==> src/rtl/alu_seq_ctrl.sv <==
// Issue/sequencing controller around the SPARCv8 integer ALU; owns architectural ICC and Y.
// Optional ALU_SEQ_STATS_EN adds stat_ops / stat_busy activity counters.
//
// state | meaning
// IDLE  | no op in flight, ready for decode or a WRY write
// EXEC  | operands held on alu_*, latency counter running
// DONE  | result captured and held until writeback takes it
module alu_seq_ctrl #(
    parameter int MUL_LAT = 4,
    parameter int DIV_LAT = 34
) (
    input  logic        clk,
    input  logic        rst,
    input  logic        req_valid,
    output logic        req_ready,
    input  logic [5:0]  req_op,
    input  logic [31:0] req_rs1,
    input  logic [31:0] req_rs2,
    input  logic [4:0]  req_tag,
    output logic        res_valid,
    input  logic        res_ready,
    output logic [31:0] res_rd,
    output logic [4:0]  res_tag,
    output logic [1:0]  res_trap,
    input  logic        flush,
    input  logic        wry_valid,
    input  logic [31:0] wry_data,
    output logic [3:0]  icc,
    output logic [31:0] y,
`ifdef ALU_SEQ_STATS_EN
    output logic [31:0] stat_ops,
    output logic [31:0] stat_busy,
`endif
    output logic [5:0]  alu_op,
    output logic [31:0] alu_rs1,
    output logic [31:0] alu_rs2,
    output logic [3:0]  alu_icc_in,
    output logic [31:0] alu_y_in,
    input  logic [31:0] alu_rd,
    input  logic [3:0]  alu_icc_out,
    input  logic [31:0] alu_y_out,
    input  logic        alu_dbz,
    input  logic        alu_tov
);

    localparam int MAX_LAT = (MUL_LAT > DIV_LAT) ? MUL_LAT : DIV_LAT;
    localparam int CW      = (MAX_LAT > 1) ? $clog2(MAX_LAT) : 1;

    typedef enum logic [1:0] {IDLE, EXEC, DONE} state_t;

    state_t          state, state_nx;
    logic [CW-1:0]   cnt;
    logic [4:0]      tag_q;
    logic            accept, capture, retire, wry_take, commit_ok;
    logic            is_cc, is_y;

    function automatic logic [CW-1:0] lat_m1(input logic [5:0] op);
        case (op)
            6'h0A, 6'h0B, 6'h1A, 6'h1B: lat_m1 = CW'(MUL_LAT - 1);
            6'h0E, 6'h0F, 6'h1E, 6'h1F: lat_m1 = CW'(DIV_LAT - 1);
            default:                    lat_m1 = '0;
        endcase
    endfunction

    assign req_ready  = !flush && ((state == IDLE) || (state == DONE && res_ready));
    assign accept     = req_valid && req_ready;
    assign capture    = (state == EXEC) && (cnt == '0);
    assign retire     = (state == DONE) && res_ready;
    assign wry_take   = wry_valid && (state == IDLE) && !accept;
    assign commit_ok  = !alu_dbz && !alu_tov;
    assign is_cc      = (alu_op[5:4] == 2'b01) || (alu_op >= 6'h20 && alu_op <= 6'h24);
    assign is_y       = (alu_op == 6'h0A) || (alu_op == 6'h0B) || (alu_op == 6'h1A) ||
                        (alu_op == 6'h1B) || (alu_op == 6'h24);
    assign alu_icc_in = icc;
    assign alu_y_in   = y;

    always_comb begin
        state_nx = state;
        case (state)
            IDLE:    if (accept) state_nx = EXEC;
            EXEC:    if (capture) state_nx = DONE;
            DONE:    if (res_ready) state_nx = accept ? EXEC : IDLE;
            default: state_nx = IDLE;
        endcase
        if (flush) state_nx = IDLE;
    end

    always_ff @(posedge clk) begin
        if (rst) begin
            state     <= IDLE;
            cnt       <= '0;
            tag_q     <= '0;
            icc       <= '0;
            y         <= '0;
            res_valid <= 1'b0;
            res_rd    <= '0;
            res_tag   <= '0;
            res_trap  <= '0;
            alu_op    <= '0;
            alu_rs1   <= '0;
            alu_rs2   <= '0;
        end else begin
            state <= state_nx;
            if (wry_take) y <= wry_data;
            if (flush) begin
                res_valid <= 1'b0;
            end else begin
                if (retire) res_valid <= 1'b0;
                if (accept) begin
                    alu_op  <= req_op;
                    alu_rs1 <= req_rs1;
                    alu_rs2 <= req_rs2;
                    tag_q   <= req_tag;
                    cnt     <= lat_m1(req_op);
                end
                if (capture) begin
                    res_valid <= 1'b1;
                    res_rd    <= alu_rd;
                    res_tag   <= tag_q;
                    res_trap  <= {alu_tov, alu_dbz};
                    // Trapping ops leave architectural state untouched.
                    if (commit_ok && is_cc) icc <= alu_icc_out;
                    if (commit_ok && is_y)  y   <= alu_y_out;
                end else if (state == EXEC) begin
                    cnt <= cnt - CW'(1);
                end
            end
        end
    end

`ifdef ALU_SEQ_STATS_EN
    always_ff @(posedge clk) begin
        if (rst) begin
            stat_ops  <= '0;
            stat_busy <= '0;
        end else begin
            if (accept)        stat_ops  <= stat_ops + 32'd1;
            if (state != IDLE) stat_busy <= stat_busy + 32'd1;
        end
    end
`endif

endmodule

==> config.mk <==
export PLATFORM = sky130hd
export DESIGN_NAME = alu_seq_ctrl
export DESIGN_NICKNAME = d
export VERILOG_FILES = /design/src/rtl/alu_seq_ctrl.sv
export SDC_FILE = /design/constraint.sdc
export NUM_CORES = 1
export LEC_CHECK = 0
export CAP_MARGIN = 20
export CORE_AREA = 4 4 140 142
export DETAILED_ROUTE_END_ITERATION = 10
export DIE_AREA = 0 0 144 146
export GPL_ROUTABILITY_DRIVEN = 1
export MAX_ROUTING_LAYER = met4
export PLACE_DENSITY = 0.82
export SLEW_MARGIN = 20
export SYNTH_ARGS = -nofsm -noshare
export SYNTH_HDL_FRONTEND = slang
export SYNTH_SLANG_ARGS = --single-unit
==> constraint.sdc <==
create_clock -name clk -period 2 [get_ports clk]
set_input_delay 0.4 -clock clk [delete_from_list [all_inputs] [get_ports clk]]
set_output_delay 0.4 -clock clk [all_outputs]
set_load 0.05 [all_outputs]
# Yosys cells after proc, flatten, opt, wreduce, memory -nomap -nowiden
# Memories as Yosys holds them, arrays and structs flattened.
# Index checks and enable logic that the tools add are counted.
# totals
reg_bits	159
mem_bits_ro	96
inputBits	183
output_inout_bits	183
memories	1
# op_classes
add_sub_neg	1
n_lt_le_gt_ge	2
eq_ne	11
muxes	15
n_bitwise	1
n_reduce_logical	28
# mem_list
name	words	width	rd	rd_ports_with_merged_regs	wr	line	source
(no name shown)	32	3	1	0	0	58	case (op)
# op_table
operator	count
two-way mux 32 bit	4
two-way mux 6 bit	4
== test 6 x 4 -> 1 bit, second input constant	2
== test 6 x 5 -> 1 bit, second input constant	2
logical AND 1 bit	10
== test 6 bit, second input constant	1
greater-or-equal comparator 6 bit, second input constant	1
<= comparator 6 bit, second input constant	1
logical NOT 6 bit	1
logical OR 1 bit	6
two-way mux 2 bit	3
inequality test 2 bit, second input constant	3
one-hot mux 2 bit (3 select lines)	1
AND reduction 3 bit	2
subtractor 6 x 1 -> 6 bit, second input constant	1
== test 2 x 1 -> 1 bit, second input constant	2
logical NOT 1 bit	4
AND reduction 2 bit	2
two-way mux 1 bit	3
== test 2 bit, second input constant	1
logical NOT 2 bit	1
nonzero test 2 bit	1
OR reduction 2 bit	1
NOT 1 bit	1

# Longest topological paths before layout
# Gate-level depths: netlist of the first run.
# logic_depth
depth_word	11
depth_mapped	8
depth_no_buf	6

# Worst setup path after synthesis of the first run
# No wires, ideal clock.
# synth_path
kind	register -> register
start	reg alu_op[5]
end	reg y[10], in the netlist alu_y_in[10]
setup_time_ps	81
arrival_ps	1827
required_time_ps	1919
setup_slack_ps	92
stages_incl_launch_ff	7
period_less_slack_ps	1908
cell_sequence	dfxtp_1 > nor3b_1 > a31oi_1 > or2_1 > buf_2 > buf_6 > a211oi_2
# synth_between
elab_chain_cells	9
word_cells_on_any_way	13
# synth_rtl
item	line	source
from (decl)	34	output logic [5:0] alu_op,
from (signal assigned)	110	alu_op <= req_op;
== test 6 x 4 -> 1 bit	72	assign is_y = (alu_op == 6'h0A) || (alu_op == 6'h0B) || (alu_op == 6'h1A) ||
logical OR 1 bit (3 in series)	72	
logical OR 1 bit (*)	73	(alu_op == 6'h1B) || (alu_op == 6'h24);
logical AND 1 bit (*)	123	if (commit_ok && is_y) y <= alu_y_out;
two-way mux 32 bit (*)	123	
two-way mux 32 bit (*)	116	if (capture) begin
two-way mux 32 bit (*)	105	if (flush) begin
to (signal assigned)	104	if (wry_take) y <= wry_data;
to (signal assigned)	123	
to (decl)	29	output logic [31:0] y,
# Mark *: on every way between the ends. The rest lies on a longest branch, timed or not.
# A chain may end at the register's enable or synchronous reset.

# Worst setup path after layout of the first run
# layout_path
start	reg res_rd[22]
end	out res_rd[22]
# layout_rtl
item	line	source
from (decl)	22	output logic [31:0] res_rd,
from (signal assigned)	118	res_rd <= alu_rd;
# No word-level cell between the ends.

==> metrics.cfg, run 1 <==
[status]
status = finished clean

[finish]
num-nets-final = 1280
fill_cells = 1597
utilization = 0.5936
drive_above_1_share = 0.1106
n_antenna_cell = 0
area_growth_pct = 65.53
final_area_um2 = 10950

[run]
cap_viol_max_count = 0

[drt]
via_count = 6539
drcViolationCount = 0
drt-initial-drc-count = 232
first_pass_iters = 4
vias_per_cell = 4.891
postRouteAntennaNets = 0
wl_per_cell_um = 16.87
totalWireLength_um = 22550

[logic_synthesis]
synth-edff-count = 0
yosys.area.top_type_share = 0.4810
ys_seq_area_frac = 0.4810
syn_nets = 968
yosys_warnings = 0
synth_area_leaders = dfxtp_1 48%, nand2_1 13%, a21oi_1 9.1%
ys.flop_type = dfxtp_1
synthArstFlopShare = 0
post-synth-top-count-cell = nand2_1
synth_top_area_cell = dfxtp_1
synthesis.area_um2 = 6618
synth_cell_types = 46
syn_inst = 783
synth_seq_cells = 159
synth_common_cells = 234 x nand2_1, 159 x dfxtp_1, 120 x a21oi_1
syn_area_per_cell_um2 = 8.452

[floorplanning]
start_util = 0.3586
die_h_um = 146
num_rows = 50
core_um2 = 18460
ioPinCount = 366
die_x_um = 144
die_area_um2 = 21020

[critical_path]
endpoint = res_rd[22]
worst_path_dominant_cell_family = buffers and inverters
r2r-start = cnt[1]
r2r_end = alu_y_in[0]
crit_buf_inv = 1
worst-path-stages = 1
critPathArrivalTime_ns = 1.57
startpoint = res_rd[22]
crit_required_ns = 1.60
cp_max_fo = 2
crit_type = flop to output port
worst_path_max_delay_cell = clkdlybuf4s50_1
cp_slowest_stage_delay_ns = 0.81
rrSetupSlack_ns = 0.13
critPathLaunchType = flop
cp-end-kind = output port
worstPathCellList = clkdlybuf4s50_1
r2r_cells = 7

[placed_design]
place_hpwl_um = 16670
io_buffers = 365
dpl_cell_area_um2 = 10290
place.gp.congestion = 0.8208
dp_worst_setup_slack_ns = -0.1430

[clock_tree]
cts_max_path_buffers = 2
clock_sinks = 159
insertion_delay_ns = 0.41
path_clk_slew_ns = 0.06
tritoncts = done
cts_setup_buffers = 0
postCtsHoldBufs = 0
cts-buffers-inserted = 17
cts-root-buf = clkbuf_16
cts_max_level = 4

[timing]
finalSetupViolCount = 0
final_hold_viol_count = 0
whs_ns = 0.3653
rsz0062_at_grt = no
slew_headroom = 0.6272
tightest_slew_ns = 0.5583
fmax_ghz = 0.5083
finalCriticalPeriod_ns = 1.967
slew_violations = 0
fin_ws_ns = 0.03273
period_share = 0.9836
fin_worst_skew_ns = 0.006717
tns_ns = 0

[power_and_ir_drop]
irDropWorstVdd_mv = 0.5409
p_per_area_nw_per_um2 = 738.3
p_leak_uw = 0.005278

[global_routing]
globalRouteOverflowTotal = 0
grt_pass1_vias = 6410
grtUsageTotal = 0.2085
grt_pass1_wl_um = 34100
grt_max_degree = 76
antenna_found_initial = 0

[worst_hold_path]
hold_depth = 2
hold_path.class = primary input to flop

## power breakdown
group	switching, µW	leakage, µW	internal [µW]	total (µW)
Combinational	975	0.00373	708	1680
Clock	1230	0.000254	1800	3030
Sequential	79.7	0.00129	3290	3370
## timing repair
| item | in CTS | in global routing |
|---|---|---|
| resized for setup | 45 | 74 |
| setup endpoints to repair | 47 | 81 |
| pin swaps | 0 | 1 |
## layer usage
metal	vias up	global-route usage	share of wire
met5	-	-	0
met4	0	0.06685	0.027
met3	44	0.06704	0.083
met2	240	0.3531	0.50
met1	3035	0.2308	0.39
li1	3220	-	-
## cell usage in the layout, fill, tap and decap left out, types with 2 or more instances in the layout
cell             synthesis  routed
a211oi_2                30      31
a21oi_1                120     120
buf_12                   0      11
buf_4                   36      43
bufinv_16                0       2
clkbuf_1                41       3
clkbuf_16                0      17
clkdlybuf4s50_1          0     224
clkinv_2                 0       2
clkinvlp_4               0       2
dfxtp_1                159     159
dlygate4sd2_1            0      45
dlymetal6s2s_1           0      65
inv_1                    3       3
mux2i_1                 39      39
nand2_1                234     234
nand2b_1                13      13
nand3_1                  4       2
nor2_1                  10      10
nor2b_1                  5       5
nor3_1                  33      33
nor3b_1                  2       2
nor4_1                   2       2
o21ai_0                  2       2
## cell families (layout without fill, tap and decap cells)
family,count (synthesis),count (layout),share of synthesized area
buffers and inverters,99,419,0.08243
DFF,159,159,0.4810
AOI/OAI and AO/OA,166,166,0.1662
and+or+nand+nor,318,318,0.2076
adders and majority gates,2,2,0.003781
muxes,39,39,0.05899
## cell type report
| class | instances | area [µm²] | share of cell area |
|---|---|---|---|
| sequential | 159 | 3183 | 0.2906 |
| inverter | 3 | 11.26 | 0.001028 |
| clock inverter | 7 | 93.84 | 0.008566 |
| tap | 234 | 292.8 | 0.02673 |
| timing repair buffer | 389 | 4004 | 0.3655 |
| clock buffer | 20 | 436.7 | 0.03986 |
| multi-input combinational | 525 | 2933 | 0.2677 |
## through the flow
step	power (µW)	cells
after floorplan	4406	783
after global placement	5150	1310
after detailed placement	5167	1310
after CTS	8179	1337
after global routing	8399	1337
final	8088	1337
## registers in the layout, indices dropped and copies added, names as in the netlist, 4 cells and up
signal and count:
tag_q 5, alu_y_in 32, alu_rs1 32, alu_rs2 32, res_rd 32, cnt 6
alu_op 6, res_tag 5, alu_icc_in 4
## worst min path at each step
stage,slack [ns],to,startpoint
2_1_floorplan,0.43,res_tag[0],tag_q[0]
5_1_grt,0.39,alu_rs1[20],rst
3_5_place_dp,0.44,res_tag[3],tag_q[3]
3_3_place_gp,0.44,alu_rs2[15],alu_rs2[15]
6_report,0.37,alu_rs1[20],rst
4_1_cts,0.36,alu_rs1[9],rst
(Power assumes the default switching activity.)
==> inputs of run 2 (changes only) <==
- GPL_TIMING_DRIVEN: not set -> 0
==> run 2 against run 1 <==
  * Core utilization is 2.7 points higher
  * Maximum frequency down 0.57%
  * Worst hold slack improved by 0.084 ns
  * Total power grew 3.8%
  * Clock power rose by 9.2%
  * First-iteration DRC count increased by 7.8%
  * Largest cell class unchanged
  * Highest routed layer unchanged
==> metrics.cfg, run 2 (same netlist as run 1, synthesis figures left out) <==
[placed_design]
place.gp.congestion = 0.8338
io_buffers = 365
dp_cells = 1382
place_hpwl_um = 18780

[critical_path]
worst_path_dominant_cell_family = buffers and inverters
cp-end-kind = output port
cp_slowest_stage_delay_ns = 0.82
worstPathCellList = clkdlybuf4s50_1
crit_buf_inv = 1
worst_path_max_delay_cell = clkdlybuf4s50_1
r2r-start = cnt[1]
critPathLaunchType = flop
crit_required_ns = 1.60
critPathArrivalTime_ns = 1.58
r2r_end = alu_y_in[18]
r2r_cells = 7
cp_max_fo = 2
crit_type = flop to output port
rrSetupSlack_ns = 0.11

[timing]
tns_ns = 0
final_hold_viol_count = 0
fmax_ghz = 0.5054
rsz0062_at_grt = yes
slew_violations = 0
finalSetupViolCount = 0
slew_headroom = 0.6280
tightest_slew_ns = 0.5571
period_share = 0.9892
finalCriticalPeriod_ns = 1.978
fin_worst_skew_ns = 0.01017

[clock_tree]
cts_max_level = 4
clock_sinks = 159
postCtsHoldBufs = 0
cts-buffers-inserted = 17
tritoncts = done
insertion_delay_ns = 0.42
cts-root-buf = clkbuf_16
path_clk_slew_ns = 0.07
cts_max_path_buffers = 2

[floorplanning]
start_util = 0.3586
die_area_um2 = 21020
die_h_um = 146
core_um2 = 18460
ioPinCount = 366
num_rows = 50
die_x_um = 144

[finish]
drive_above_1_share = 0.1316
area_growth_pct = 72.94
utilization = 0.6201
final_common_cell = nand2_1
fin_cells = 1419
n_antenna_cell = 0
final_cell_mix = 234 x nand2_1, 207 x clkdlybuf4s50_1, 157 x dfxtp_1, 120 x a21oi_1, 88 x dlygate4sd2_1
num-nets-final = 1357

[power_and_ir_drop]
finalPower_uw = 8398
p_per_area_nw_per_um2 = 733.8
irDropWorstVdd_mv = 0.5200
p_leak_uw = 0.005772

[drt]
via_count = 6871
drcViolationCount = 0
wl_per_cell_um = 17.19
totalWireLength_um = 24390
drt-initial-drc-count = 250
postRouteAntennaNets = 0
first_pass_iters = 4
vias_per_cell = 4.842

[global_routing]
grt_max_degree = 20
grt_pass1_wl_um = 36440
grt_pass1_vias = 6750
antenna_found_initial = 0
grtUsageTotal = 0.2259
globalRouteOverflowTotal = 0

[worst_hold_path]
hold_depth = 2
min_to = res_rd[17]
hold_path.class = flop to flop
hold_start = res_rd[17]

[status]
status = finished clean

[run]
cap_viol_max_count = 0

-- run 2: timing repair --
item / CTS / global route
resized for setup: 114 / 108
gates cloned: 0 / 2
setup buffers: 1 / 5
pin swaps: 2 / 4
endpoints found under the setup margin: 245 / 224
-- run 2: worst max-delay path by stage --
stage          depth (start not counted)            to  slack, ns         from
3_3_place_gp                           5        cnt[1]      -0.69          rst
4_1_cts                                1   alu_rs2[27]      0.001  alu_rs2[27]
2_1_floorplan                          6  alu_y_in[10]       0.09    alu_op[5]
5_1_grt                                7  alu_y_in[18]      -0.03       cnt[1]
6_report                               1   alu_rs1[30]       0.02  alu_rs1[30]
3_5_place_dp                           5        cnt[1]      -0.75          rst
-- run 2: area by class of cell --
| type | count | area, µm² |
|---|---|---|
| Buffer | 93 | 580.6 |
| Clock buffer | 19 | 442.9 |
| Clock inverter | 13 | 156.4 |
| Fill cell | 1547 | 7010 |
| Inverter | 3 | 16.27 |
| Multi-Input combinational cell | 525 | 2957 |
| Sequential cell | 159 | 3191 |
| Tap cell | 234 | 292.8 |
| Timing Repair Buffer | 373 | 3809 |
-- run 2: routing by layer --
layer / track usage / share of wire
met5: - / 0
met4: 0.06026 / 0.019
met3: 0.06211 / 0.081
met2: 0.3932 / 0.51
met1: 0.2527 / 0.39
-- run 2: tightest hold or removal path: stages (launching register included) --
cell and delay, ns:
dfxtp_1 0.31, nand2_1 0.05, a21oi_1 0.05
-- run 2: stage by stage --
stage / hold WS, ns / worst slack [ns] / instance area [µm²]
2_1_floorplan: 0.4322 / 0.09160 / 6618
3_3_place_gp: 0.4411 / -0.6882 / 10560
3_5_place_dp: 0.4453 / -0.7480 / 10560
4_1_cts: 0.4543 / 0.001271 / 11090
5_1_grt: 0.4662 / -0.02528 / 11440
6_report: 0.4497 / 0.02154 / 11440
-- run 2: power breakdown --
group | internal [µW] | switching [µW]
combinational | 720 | 999
clock | 1910 | 1400
sequential | 3290 | 82.0
total | 5920 | 2480
==> inputs of run 3 (changes only) <==
- SKIP_LAST_GASP: not set -> 1
==> run 3 against run 2 <==
  * The run now ends with negative setup slack left
  * Final cell count is essentially flat
  * Sequential share of layout area is essentially flat
  * Combinational power is essentially flat
  * Global-route usage is essentially flat
  * Core utilization is essentially flat
  * Clock skew grew 0.00056 ns
  * Cell area is essentially flat
  * Routed wire length is essentially flat
  * Highest routed layer unchanged
==> metrics.cfg, run 3 (same netlist as run 1, synthesis figures left out) <==
[status]
status = complete, but fails checks
violations = negative setup slack

[power_and_ir_drop]
power.internal_uw = 5916
p_per_area_nw_per_um2 = 734.1
p_leak_uw = 0.005773
p_switching_uw = 2483
pwr-share-comb = 0.205
seqPwrFrac = 0.401
clockPowerShare = 0.394
irDropWorstVdd_mv = 0.5185
netSwitchingFraction = 0.2957

[global_routing]
antenna_found_initial = 0
grt_pass1_wl_um = 36400
grtUsageTotal = 0.2257
grt_max_degree = 20
globalRouteOverflowTotal = 0
grt_pass1_vias = 6733

[floorplanning]
die_x_um = 144
core_um2 = 18460
start_util = 0.3586
ioPinCount = 366
die_h_um = 146
die_area_um2 = 21020
num_rows = 50

[finish]
num-nets-final = 1358
final_common_cell = nand2_1
multi_input_area_um2 = 2947
n_antenna_cell = 0
fill_cells = 1548
utilization = 0.6200
area_growth_pct = 72.91
register_area_um2 = 3191
drive_above_1_share = 0.1315
final_cell_mix = 234 x nand2_1, 207 x clkdlybuf4s50_1, 157 x dfxtp_1, 120 x a21oi_1, 88 x dlygate4sd2_1

[critical_path]
critPathLaunchType = primary input
cp-end-kind = output port
worst_path_dominant_cell_family = buffers and inverters
cp_slowest_stage_delay_ns = 0.41
critPathArrivalTime_ns = 1.60
crit_type = primary input to output port
crit_path_frequent_cell = buf_2
worstPathCellList = clkdlybuf4s50_1 > buf_2 > nor2_2 > and2_1 > buf_2
crit_buf_inv = 3
worst_path_max_delay_cell = clkdlybuf4s50_1
crit_required_ns = 1.60
cp_max_fo = 10

[drt]
vias_per_cell = 4.850
drt-initial-drc-count = 284
via_count = 6887
first_pass_iters = 4
postRouteAntennaNets = 0
wl_per_cell_um = 17.18
totalWireLength_um = 24400
drcViolationCount = 0

[timing]
tns_ns = -0.0008802
fin_worst_skew_ns = 0.01073
period_share = 1.000
slew_violations = 0
rsz0062_at_grt = yes
finalCriticalPeriod_ns = 2.001
fmax_ghz = 0.4998
final_hold_viol_count = 0
finalSetupViolCount = 1
slew_headroom = 0.6145
fin_ws_ns = -0.0008802
tightest_slew_ns = 0.5806

[placed_design]
place.gp.congestion = 0.8338
io_buffers = 365
place_hpwl_um = 18780

[clock_tree]
postCtsHoldBufs = 0
cts-buffers-inserted = 17
path_clk_slew_ns = 0.07
insertion_delay_ns = 0.42
clock_sinks = 159
tritoncts = done
cts_max_level = 4
cts-root-buf = clkbuf_16
cts_max_path_buffers = 2

[worst_hold_path]
hold_path.class = flop to flop

[run]
cap_viol_max_count = 0

## run 3: timing repair
item / in CTS / in global routing
buffers inserted: 1 / 6
endpoints found under the setup margin: 245 / 224
gates resized for setup: 110 / 115
pin swaps: 2 / 4
endpoints found under the hold margin: 0 / 0
cloned: 0 / 2
## run 3: through the flow
stage | setup WS, ns | hold slack, ns | area, µm² | power [µW] | std cells
after floorplan | 0.09160 | 0.4322 | 6618 | 4406 | 783
after global placement | -0.6882 | 0.4411 | 10560 | 5201 | 1382
after detailed placement | -0.7480 | 0.4453 | 10560 | 5217 | 1382
after CTS | -0.1452 | 0.4543 | 11090 | 8462 | 1412
after global routing | -0.07360 | 0.4662 | 11440 | 8706 | 1420
final | -0.0008802 | 0.4495 | 11440 | 8400 | 1420
## run 3: path summary, 6_finish.rpt
check | startpoint | to | slack, ns | cells past startpoint
max | flush | req_ready | -0.0009 | 5
min | res_rd[17] | res_rd[17] | 0.45 | 2
max reg2reg | cnt[1] | cnt[0] | 0.14 | 6
min reg2reg | res_rd[17] | res_rd[17] | 0.45 | 2
## run 3: metal layers
metal	track usage	vias up	wire length, µm
met2	0.3929	253	12530
met4	0.06026	0	481
li1	-	3387	-
met5	-	-	0
met1	0.2525	3209	9413
met3	0.06211	38	1973
## run 3: cell type report
class,count,share of cell area
clock inverters,13,0.01367
plain buffers,93,0.05096
repair buffers,374,0.3333
inverters,3,0.001422
well taps,234,0.02559
clock buffers,19,0.03871
flip-flops and latches,159,0.2788
multi-input cells,525,0.2575
## run 3: power by group through the flow
stage               clock [µW]  combinational, µW  sequential, µW
floorplan                    0                568            3840
global placement             0               1760            3440
detailed placement           0               1770            3450
CTS                       3370               1720            3380
global route              3510               1810            3390
finish                    3310               1720            3370
## run 3: worst min-delay path, cell delays in order, from the launching register on
cell,delay [ns]
dfxtp_1,0.31
nand2_1,0.05
a21oi_1,0.05
